## src/rtl/sdram_image_writer_pkg.sv

```systemverilog
// Shared image-layout types for the SDRAM image writer.
// Planes interleave per word: background in the low byte, mask in the high byte.
package sdram_image_writer_pkg;

    localparam int unsigned PLANE_BYTES = 1555200;

    localparam int ADDR_W  = 25;
    localparam int DATA_W  = 16;
    localparam int BYTES_W = 22;

    typedef enum logic {
        BACKGROUND = 1'b0,
        MASK       = 1'b1
    } plane_t;

    typedef enum logic [1:0] {
        IDLE   = 2'd0,
        REQ_LO = 2'd1,
        REQ_HI = 2'd2
    } wr_state_t;

    typedef struct packed {
        plane_t              plane;
        logic [ADDR_W-1:0]   addr;
        logic [DATA_W-1:0]   data;
    } wr_word_t;

    localparam int WORD_W = $bits(wr_word_t);

    function automatic logic [1:0] lane_of(plane_t p);
        return (p == MASK) ? 2'b10 : 2'b01;
    endfunction

endpackage

```

## src/rtl/sdram_image_writer_fifo.sv

```systemverilog
// Small synchronous word FIFO between the download stream and the SDRAM writer.
// Depth must be a power of two so the pointers wrap naturally.
module write_word_fifo #(
    parameter int DEPTH = 4,
    parameter int WIDTH = 8
) (
    input  logic                    clk,
    input  logic                    reset_n,
    input  logic                    push,
    input  logic [WIDTH-1:0]        wr_data,
    input  logic                    pop,
    output logic [WIDTH-1:0]        rd_data,
    output logic                    empty,
    output logic                    full,
    output logic [$clog2(DEPTH):0]  count
);

    localparam int PW = $clog2(DEPTH);
    localparam logic [PW:0] FULL_CNT = DEPTH[PW:0];

    logic [WIDTH-1:0] mem [DEPTH];
    logic [PW-1:0]    wptr;
    logic [PW-1:0]    rptr;
    logic             do_push;
    logic             do_pop;

    assign empty   = (count == '0);
    assign full    = (count == FULL_CNT);
    assign do_push = push && !full;
    assign do_pop  = pop && !empty;
    assign rd_data = mem[rptr];

    always_ff @(posedge clk) begin
        if (do_push) begin
            mem[wptr] <= wr_data;
        end
    end

    always_ff @(posedge clk or negedge reset_n) begin
        if (!reset_n) begin
            wptr  <= '0;
            rptr  <= '0;
            count <= '0;
        end else begin
            if (do_push) begin
                wptr <= wptr + 1'b1;
            end
            if (do_pop) begin
                rptr <= rptr + 1'b1;
            end
            unique case ({do_push, do_pop})
                2'b10:   count <= count + 1'b1;
                2'b01:   count <= count - 1'b1;
                default: count <= count;
            endcase
        end
    end

endmodule

```

## src/rtl/sdram_image_writer.sv

```systemverilog
// Splits downloaded 16-bit words into byte-lane SDRAM writes for the
// interleaved background/mask image layout.
module sdram_image_writer #(
    parameter int unsigned PLANE_BYTES = sdram_image_writer_pkg::PLANE_BYTES,
    parameter int          FIFO_DEPTH  = 4
) (
    input  logic        clk,
    input  logic        reset_n,
    input  logic        ioctl_download,
    input  logic        ioctl_wr,
    input  logic [24:0] ioctl_addr,
    input  logic [15:0] ioctl_dout,
    output logic        ioctl_wait,
    output logic [24:0] sd_addr,
    output logic [15:0] sd_data,
    output logic [1:0]  sd_byte_en,
    output logic        sd_wr_req,
    input  logic        sd_wr_ack,
    output logic        busy,
    output logic        done,
    output logic        overflow,
    output logic [21:0] bytes_written
);

    import sdram_image_writer_pkg::*;

    localparam int CW = $clog2(FIFO_DEPTH) + 1;
    localparam logic [CW-1:0] WAIT_AT   = CW'(FIFO_DEPTH - 1);
    localparam logic [25:0]   PLANE_END = 26'(PLANE_BYTES);
    localparam logic [25:0]   IMAGE_END = 26'(2 * PLANE_BYTES);

    logic [25:0]       offset;
    logic              in_bg;
    logic              in_mask;
    logic              in_range;
    wr_word_t          in_word;
    wr_word_t          head;
    logic [WORD_W-1:0] head_bits;
    logic              push;
    logic              pop;
    logic              drop;
    logic              fifo_empty;
    logic              fifo_full;
    logic [CW-1:0]     fifo_count;

    wr_state_t         state;
    logic [7:0]        hold_hi;

    logic              dl_q;
    logic              armed;
    logic              dl_rise;
    logic              acked;
    logic [21:0]       bytes_base;

    assign offset   = {1'b0, ioctl_addr};
    assign in_bg    = offset < PLANE_END;
    assign in_mask  = !in_bg && (offset < IMAGE_END);
    assign in_range = in_bg || in_mask;

    always_comb begin
        in_word       = '0;
        in_word.plane = in_bg ? BACKGROUND : MASK;
        in_word.addr  = in_bg ? ioctl_addr : 25'(offset - PLANE_END);
        in_word.data  = ioctl_dout;
    end

    assign push = ioctl_wr && in_range && !fifo_full;
    assign drop = ioctl_wr && (!in_range || fifo_full);
    assign head = wr_word_t'(head_bits);

    // One spare slot absorbs a strobe the source already had in flight.
    assign ioctl_wait = fifo_count >= WAIT_AT;

    write_word_fifo #(
        .DEPTH (FIFO_DEPTH),
        .WIDTH (WORD_W)
    ) u_fifo (
        .clk     (clk),
        .reset_n (reset_n),
        .push    (push),
        .wr_data (in_word),
        .pop     (pop),
        .rd_data (head_bits),
        .empty   (fifo_empty),
        .full    (fifo_full),
        .count   (fifo_count)
    );

    always_comb begin
        pop = 1'b0;
        unique case (state)
            IDLE:    pop = !fifo_empty;
            REQ_HI:  pop = sd_wr_ack && !fifo_empty;
            default: pop = 1'b0;
        endcase
    end

    always_ff @(posedge clk or negedge reset_n) begin
        if (!reset_n) begin
            state      <= IDLE;
            sd_wr_req  <= 1'b0;
            sd_addr    <= '0;
            sd_data    <= '0;
            sd_byte_en <= '0;
            hold_hi    <= '0;
        end else begin
            unique case (state)
                IDLE: begin
                    if (pop) begin
                        sd_addr    <= head.addr;
                        sd_data    <= {2{head.data[7:0]}};
                        sd_byte_en <= lane_of(head.plane);
                        hold_hi    <= head.data[15:8];
                        sd_wr_req  <= 1'b1;
                        state      <= REQ_LO;
                    end
                end
                REQ_LO: begin
                    if (sd_wr_ack) begin
                        sd_addr <= sd_addr + 25'd1;
                        sd_data <= {2{hold_hi}};
                        state   <= REQ_HI;
                    end
                end
                REQ_HI: begin
                    if (sd_wr_ack) begin
                        if (pop) begin
                            sd_addr    <= head.addr;
                            sd_data    <= {2{head.data[7:0]}};
                            sd_byte_en <= lane_of(head.plane);
                            hold_hi    <= head.data[15:8];
                            state      <= REQ_LO;
                        end else begin
                            sd_wr_req <= 1'b0;
                            state     <= IDLE;
                        end
                    end
                end
                default: begin
                    sd_wr_req <= 1'b0;
                    state     <= IDLE;
                end
            endcase
        end
    end

    assign busy       = !fifo_empty || (state != IDLE);
    assign dl_rise    = ioctl_download && !dl_q;
    assign acked      = sd_wr_req && sd_wr_ack;
    assign bytes_base = dl_rise ? '0 : bytes_written;

    always_ff @(posedge clk or negedge reset_n) begin
        if (!reset_n) begin
            dl_q          <= 1'b0;
            armed         <= 1'b0;
            done          <= 1'b0;
            overflow      <= 1'b0;
            bytes_written <= '0;
        end else begin
            dl_q <= ioctl_download;
            if (dl_rise) begin
                armed    <= 1'b1;
                done     <= 1'b0;
                overflow <= 1'b0;
            end else if (armed && !ioctl_download && !busy) begin
                armed <= 1'b0;
                done  <= 1'b1;
            end
            if (drop) begin
                overflow <= 1'b1;
            end
            if (acked && (bytes_base != 22'h3FFFFF)) begin
                bytes_written <= bytes_base + 22'd1;
            end else begin
                bytes_written <= bytes_base;
            end
        end
    end

endmodule

```

## config.mk

```make
export PLATFORM = sky130hd
export DESIGN_NAME = sdram_image_writer
export DESIGN_NICKNAME = d
export VERILOG_FILES = /design/src/rtl/sdram_image_writer_pkg.sv /design/src/rtl/sdram_image_writer_fifo.sv /design/src/rtl/sdram_image_writer.sv
export SDC_FILE = /design/constraint.sdc
export NUM_CORES = 1
export LEC_CHECK = 0
export ABC_AREA = 0
export CAP_MARGIN = 20
export CELL_PAD_IN_SITES_DETAIL_PLACEMENT = 1
export CELL_PAD_IN_SITES_GLOBAL_PLACEMENT = 1
export CORE_ASPECT_RATIO = 0.9
export CORE_MARGIN = 4
export CORE_UTILIZATION = 51
export CTS_CLUSTER_SIZE = 30
export DETAILED_ROUTE_END_ITERATION = 6
export GPL_TIMING_DRIVEN = 0
export PLACE_DENSITY = 0.95
export RECOVER_POWER = 100
export SLEW_MARGIN = 10
export SYNTH_ARGS = -nofsm -noshare
export SYNTH_HDL_FRONTEND = slang
export SYNTH_HIERARCHICAL = 1
export SYNTH_SLANG_ARGS = --single-unit
```

## constraint.sdc

```tcl
create_clock -name clk -period 5.2 [get_ports clk]
set_clock_uncertainty 0.05 [all_clocks]
set_input_delay 0.78 -clock clk [delete_from_list [all_inputs] [get_ports clk]]
set_output_delay 0.78 -clock clk [all_outputs]
set_load 0.01 [all_outputs]
```

==> results of run 1 <==
metrics by stage:
stage               utilization  cell area [um^2]  std cells  power (uW)
detailed placement        0.598             12500       1175        5470
global route              0.640             13400       1224        7890
floorplan                     -             10900        771        4260
CTS                       0.643             13400       1222        7660
global placement          0.593             12400       1170        5210
finish                    0.640             13400       1224        7620
Yosys cell counts (all sizes together) (3+ instances only):
cell type  number  share of area
a31oi          17         0.0098
nor3b           3         0.0025
dfrtp          79           0.18
mux2i           5         0.0046
clkbuf         24         0.0083
or2             5         0.0029
buf            22          0.018
and4            5         0.0040
xor2           14          0.011
o21ai          40          0.018
nand2          60          0.021
xnor2           9         0.0072
o21a            4         0.0028
mux2           12          0.013
or4             5         0.0034
o22ai           7         0.0040
o31ai           9         0.0062
inv            15         0.0052
edfxtp        168           0.46
mux4           42          0.088
o22a            5         0.0040
nand4          14         0.0092
and2           10         0.0057
nand3          26          0.012
nor4            5         0.0042
or3             7         0.0040
and3           10         0.0057
nor2           44          0.015
nor3           15         0.0069
nor2b           4         0.0025
a21oi          48          0.022
ha              8         0.0092
cells in the final DEF (no fill, tap or decap), drive strengths merged, types with 12 or more instances in the layout:
master	n
edfxtp	168
dlygate4sd3	100
dfrtp	79
clkbuf	61
nand2	60
a21oi	48
nor2	44
mux4	42
o21ai	40
nand3	26
buf	25
a31oi	17
inv	15
nor3	15
xor2	14
nand4	14
clkdlybuf4s50	12
mux2	12
worst min-delay path by stage:
stage / to / cells after the start / start
global placement: sd_byte_en[0] / 2 / sd_byte_en[0]
detailed placement: hold_hi[1] / 1 / hold_hi[1]
global route: sd_byte_en[1] / 1 / sd_byte_en[1]
floorplan: armed / 1 / armed
finish: sd_byte_en[1] / 1 / sd_byte_en[1]
CTS: bytes_written[4] / 1 / reset_n
critical path, cell delays in order:
cell and delay, ps:
dlygate4sd3_1 630, nand2b_1 260, and2_0 240, ha_1 220, nand4_1 220, or2_0 310
nor4_1 1280, buf_2 430, nor2_1 100, xnor2_1 210
cells by family (layout without fill, tap and decap cells):
family                     Yosys count  after routing  synth area share
DFF                                247            247             0.644
and+or+nand+nor                    218            218             0.103
AOI/OAI and AO/OA                  154            154            0.0866
buffers and inverters               61            226            0.0318
muxes                               59             59             0.105
xor gates and xnor gates            23             23            0.0185
adders and majority gates            9              9            0.0110
other                                0              2                 0
state kept, by name, summed over array words and instances (netlist names), 2 cells and up:
register / count
state: 2
u_fifo/wptr: 2
sd_data: 8
hold_hi: 8
u_fifo/mem: 168
sd_byte_en: 2
sd_addr: 25
u_fifo/rptr: 2
bytes_written: 22
u_fifo/count: 3
area by class of cell:
| type | count | area [um^2] | area share |
|---|---|---|---|
| Inverter | 15 | 56.3 | 0.00421 |
| Multi-Input combinational cell | 463 | 3510 | 0.262 |
| Antenna cell | 2 | 5.00 | 0.000374 |
| Timing Repair Buffer | 118 | 1200 | 0.0899 |
| Tap cell | 286 | 358 | 0.0268 |
| Sequential cell | 247 | 7020 | 0.525 |
| Buffer | 46 | 290 | 0.0217 |
| Clock buffer | 34 | 712 | 0.0532 |
| Clock inverter | 13 | 224 | 0.0167 |
routing by layer:
| metal | vias to the layer above | part of all wire |
|---|---|---|
| met1 | 4027 | 0.36 |
| li1 | 3275 | - |
| met2 | 578 | 0.49 |
| met4 | 0 | 0.061 |
| met3 | 162 | 0.084 |
| met5 | - | 0 |
power groups by stage:
stage	combinational [uW]	clock [uW]	sequential (uW)
after global placement	2510	0	2700
final	2820	2060	2730
after detailed placement	2730	0	2740
after CTS	2860	2070	2720
after global routing	2960	2180	2750
after floorplan	1560	0	2700
==> impl_metrics.py, run 1 <==
metrics = {
    "sta": {
        "hold_violations": 0,
        "tightest_slew_ps": 1550,
        "whs_ps": 462,
        "worst_slack_ps": 898,
        "rsz0062_at_grt": "no",
        "fmax_mhz": 232,
        "period_minus_slack_ps": 4300,
        "fin_crit_sh": 0.827,
        "setup_tns_ps": 0,
        "finalSetupViolations": 0,
        "slew_headroom": -0.0457,
        "slew_violations": 35,
    },
    "outcome": {
        "violations": "capacitance limit, slew limit",
        "status": "finished, violations left",
    },
    "synth": {
        "synthArstFlopShare": 0.320,
        "ys_types": 69,
        "synth_seq_area_share": 0.644,
        "synth-seq-cells": 247,
        "synth_ff_type": "edfxtp_1",
        "yosys_warnings": 6,
        "synth_nets": 826,
        "netlist_area_um2": 10900,
        "synth_area_per_cell_um2": 14.1,
        "synthCells": 771,
        "synth-edff-count": 168,
    },
    "clocking": {
        "cts_buffers": 26,
        "hold_buffers": 0,
        "root_buffer": "clkbuf_16",
        "clk_pin_slew_worst_paths_ps": 60,
        "cts.path.max_buffers": 3,
        "post_cts_buffers": 0,
        "cts_tree": "built",
        "cts-resized-gates": 0,
        "worstSkewPairLatency_ps": 550,
        "clkSinkCount": 247,
        "h-tree-depth": 1,
    },
    "die": {
        "core_um2": 20900,
        "pin_count": 116,
        "die_y_um": 147,
        "num_rows": 50,
        "start_util": 0.522,
        "fp.dieW_um": 162,
        "die_area_um2": 23800,
    },
    "global_route": {
        "antenna_found_initial": 2,
        "grt_pass1_vias": 8637,
        "grt_pass1_wl_um": 54300,
        "met3_usage": 0.0541,
        "grt-busiest-layer": "met2",
        "grt-ovfl-total": 0,
        "grt_max_degree": 56,
        "use_met1": 0.381,
        "grt_use_total": 0.302,
        "met2_usage": 0.503,
    },
    "route": {
        "ant_nets": 0,
        "wl_um": 35900,
        "drc": 0,
        "vias": 8042,
        "drt_first_pass_iters": 5,
        "drt_iter0_markers": 1014,
        "post_drt_wl_per_cell_um": 29.4,
        "vias_per_cell": 6.57,
    },
    "pwr": {
        "clockPowerShare": 0.271,
        "seq_power_share": 0.359,
        "swShare": 0.366,
        "irDropWorstVdd_v": 0.000321,
        "p_leak_uw": 0.00479,
        "p_int_uw": 4830,
        "power.density_nw_per_um2": 569,
        "switchingPower_uw": 2790,
        "combPwrFrac": 0.371,
    },
    "placement": {
        "pre_cts_ws_ps": 1190,
        "portBuffers": 113,
        "gp_congestion": 0.873,
        "hpwl_um": 23000,
    },
    "critical_path": {
        "regToRegEndpoint": "u_fifo/count[2]",
        "crit_end": "bytes_written[9]",
        "crit_arrival_ps": 4700,
        "r2r-start": "u_fifo/count[0]",
        "rrSetupSlack_ps": 1390,
        "cp.required_ps": 5590,
        "rr_worst_depth": 13,
        "critPathKind": "in -> reg",
        "critPathLaunch": "ioctl_download",
        "worstSetupStartpointType": "input pin",
        "cp_max_fo": 10,
        "endpoint_kind": "flip-flop",
    },
    "layout": {
        "syn_to_final_growth_pct": 22.7,
        "fin_nets": 972,
        "layout-drive-gt1-share": 0.131,
        "fillCellCount": 1984,
    },
    "run": {
        "cap_violations": 2,
    },
    "min_path": {
        "worstHoldPathType": "reg -> reg",
    },
}
Note: power is estimated with default switching activity, not from simulation.
==> run 2, diff against run 1 <==
CORE_UTILIZATION = 42   (was 51)
PLACE_DENSITY = 0.85   (was 0.95)
clock period = 3.86 ns   (was 5.2 ns; I/O delays follow)
==> impl_metrics.py, run 2 (synthesis results as in run 1) <==
metrics = {
    "layout": {
        "layout_common_cells": "edfxtp_1, dlygate4sd3_1, dfrtp_1, nand2_1, a21oi_1",
        "fin_nets": 972,
        "reg_top3": "u_fifo/mem (168), sd_addr (25), bytes_written (22)",
        "regArea_um2": 7020,
        "multiInputGateArea_um2": 3510,
        "syn_to_final_growth_pct": 22.7,
        "fillCellCount": 2562,
        "layout-drive-gt1-share": 0.134,
        "largest_reg_flops": 168,
        "top_register": "u_fifo/mem",
        "stdcell_count": 1280,
        "final_common_cell": "edfxtp_1",
    },
    "route": {
        "vias_per_cell": 5.87,
        "post_drt_wl_per_cell_um": 23.4,
        "dr_wl_met3_um": 2320,
        "drt_first_pass_iters": 5,
        "ant_nets": 0,
        "vias": 7514,
        "drt_iter0_markers": 683,
        "dr.max_layer_used": "met4",
        "m1WireLength_um": 11900,
        "wl_um": 30000,
        "drc": 0,
        "wl_met2_um": 14800,
    },
    "placement": {
        "hpwl_um": 21000,
        "dp_cells": 1231,
        "gp_congestion": 0.880,
        "portBuffers": 113,
    },
    "critical_path": {
        "critPathKind": "in -> reg",
        "max_stage_delay_ps": 680,
        "rr_worst_depth": 13,
        "rrSetupSlack_ps": 490,
        "r2r-start": "u_fifo/count[0]",
        "crit_slowest_cell": "and2_2",
        "regToRegEndpoint": "u_fifo/count[2]",
        "worstSetupStartpointType": "input pin",
        "path_cells": "dlygate4sd3_1, a21oi_1, o21bai_1, a31oi_1, o21ai_0, nor2_1, nor2b_1, and2_2, buf_12",
        "cp.required_ps": 4040,
        "crit_arrival_ps": 3650,
        "cp_max_fo": 26,
        "endpoint_kind": "flip-flop",
    },
    "sta": {
        "finalSetupViolations": 0,
        "tightest_slew_ps": 2650,
        "slew_headroom": -0.768,
        "setup_tns_ps": 0,
        "rsz0062_at_grt": "no",
        "slew_violations": 46,
        "fmax_mhz": 289,
        "hold_violations": 0,
        "period_minus_slack_ps": 3460,
        "fin_crit_sh": 0.897,
    },
    "clocking": {
        "cts.path.max_buffers": 3,
        "worstSkewPairLatency_ps": 540,
        "clk_pin_slew_worst_paths_ps": 60,
        "clkSinkCount": 247,
        "hold_buffers": 0,
        "cts-resized-gates": 0,
        "root_buffer": "clkbuf_16",
        "cts_tree": "built",
        "h-tree-depth": 1,
        "post_cts_buffers": 0,
        "cts_buffers": 26,
    },
    "global_route": {
        "grt_pass1_wl_um": 46900,
        "grt-ovfl-total": 0,
        "grt_pass1_vias": 8070,
        "antenna_found_initial": 1,
        "grt_use_total": 0.210,
        "grt_max_degree": 46,
    },
    "die": {
        "num_rows": 55,
        "fp.dieW_um": 178,
        "die_y_um": 161,
        "pin_count": 116,
        "core_um2": 25300,
        "start_util": 0.431,
        "die_area_um2": 28600,
    },
    "outcome": {
        "violations": "capacitance limit, slew limit",
        "status": "finished, violations left",
    },
    "min_path": {
        "worstHoldPathType": "reg -> reg",
        "hold-path-endpoint": "done",
        "hold_start": "dl_q",
        "holdPathStages": 2,
    },
    "pwr": {
        "p_total_uw": 9680,
        "power.density_nw_per_um2": 723,
        "irDropWorstVdd_v": 0.000346,
        "p_leak_uw": 0.00477,
    },
    "run": {
        "cap_violations": 1,
    },
}
run 2: changes by cell type in the layout (fill, tap and decap cells not counted), moves of 2 or more:
| cell | previous run | this run |
|---|---|---|
| buf_12 | 6 | 8 |
| bufinv_16 | 6 | 3 |
| clkbuf_1 | 31 | 28 |
| clkinv_2 | 4 | 8 |
| clkinv_4 | 0 | 2 |
run 2: worst max-delay path: cells and delay by family:
kind | cells | cell delay (ps)
compound gates | 4 | 770
buf+inv | 2 | 900
simple gates | 3 | 1370
run 2: metrics by stage:
| stage | utilization | worst slack, ps | hold WS (ps) | area [um^2] |
|---|---|---|---|---|
| final | 0.528 | 396 | 447 | 13400 |
| after global routing | 0.528 | 220 | 483 | 13400 |
| after detailed placement | 0.496 | 69.0 | 434 | 12600 |
| after global placement | 0.492 | -975 | 426 | 12500 |
| after floorplan | - | 921 | 233 | 10900 |
| after CTS | 0.530 | 486 | 28.0 | 13400 |
run 2: worst max path at each step:
stage / from / end / depth (start not counted)
after global placement: reset_n / sd_byte_en[1] / 1
after floorplan: ioctl_addr[14] / u_fifo/mem[0][0] / 8
after CTS: u_fifo/count[0] / u_fifo/count[2] / 13
after global routing: reset_n / sd_data[13] / 2
final: ioctl_addr[10] / u_fifo/mem[2][12] / 9
after detailed placement: ioctl_addr[10] / u_fifo/count[2] / 14
run 2: where the power goes:
group	switching [uW]	internal (uW)	total, uW	leakage [uW]
Combinational	1970	1570	3540	0.00187
Sequential	419	3220	3640	0.00247
Clock	1040	1460	2500	0.000429
run 2: routing by layer:
layer  up-vias  track usage
li1       3256            -
met2       330        0.355
met5         -            0
met3        74       0.0421
met1      3854        0.275
met4         0       0.0685
run 2: final cells by class:
cell class	instances	share of cell area
flip-flops and latches	247	0.525
diodes	1	0.000187
inverters	15	0.00421
repair buffers	118	0.0904
plain buffers	46	0.0217
well taps	342	0.0320
multi-input cells	463	0.262
clock inverters	18	0.0137
clock buffers	30	0.0505
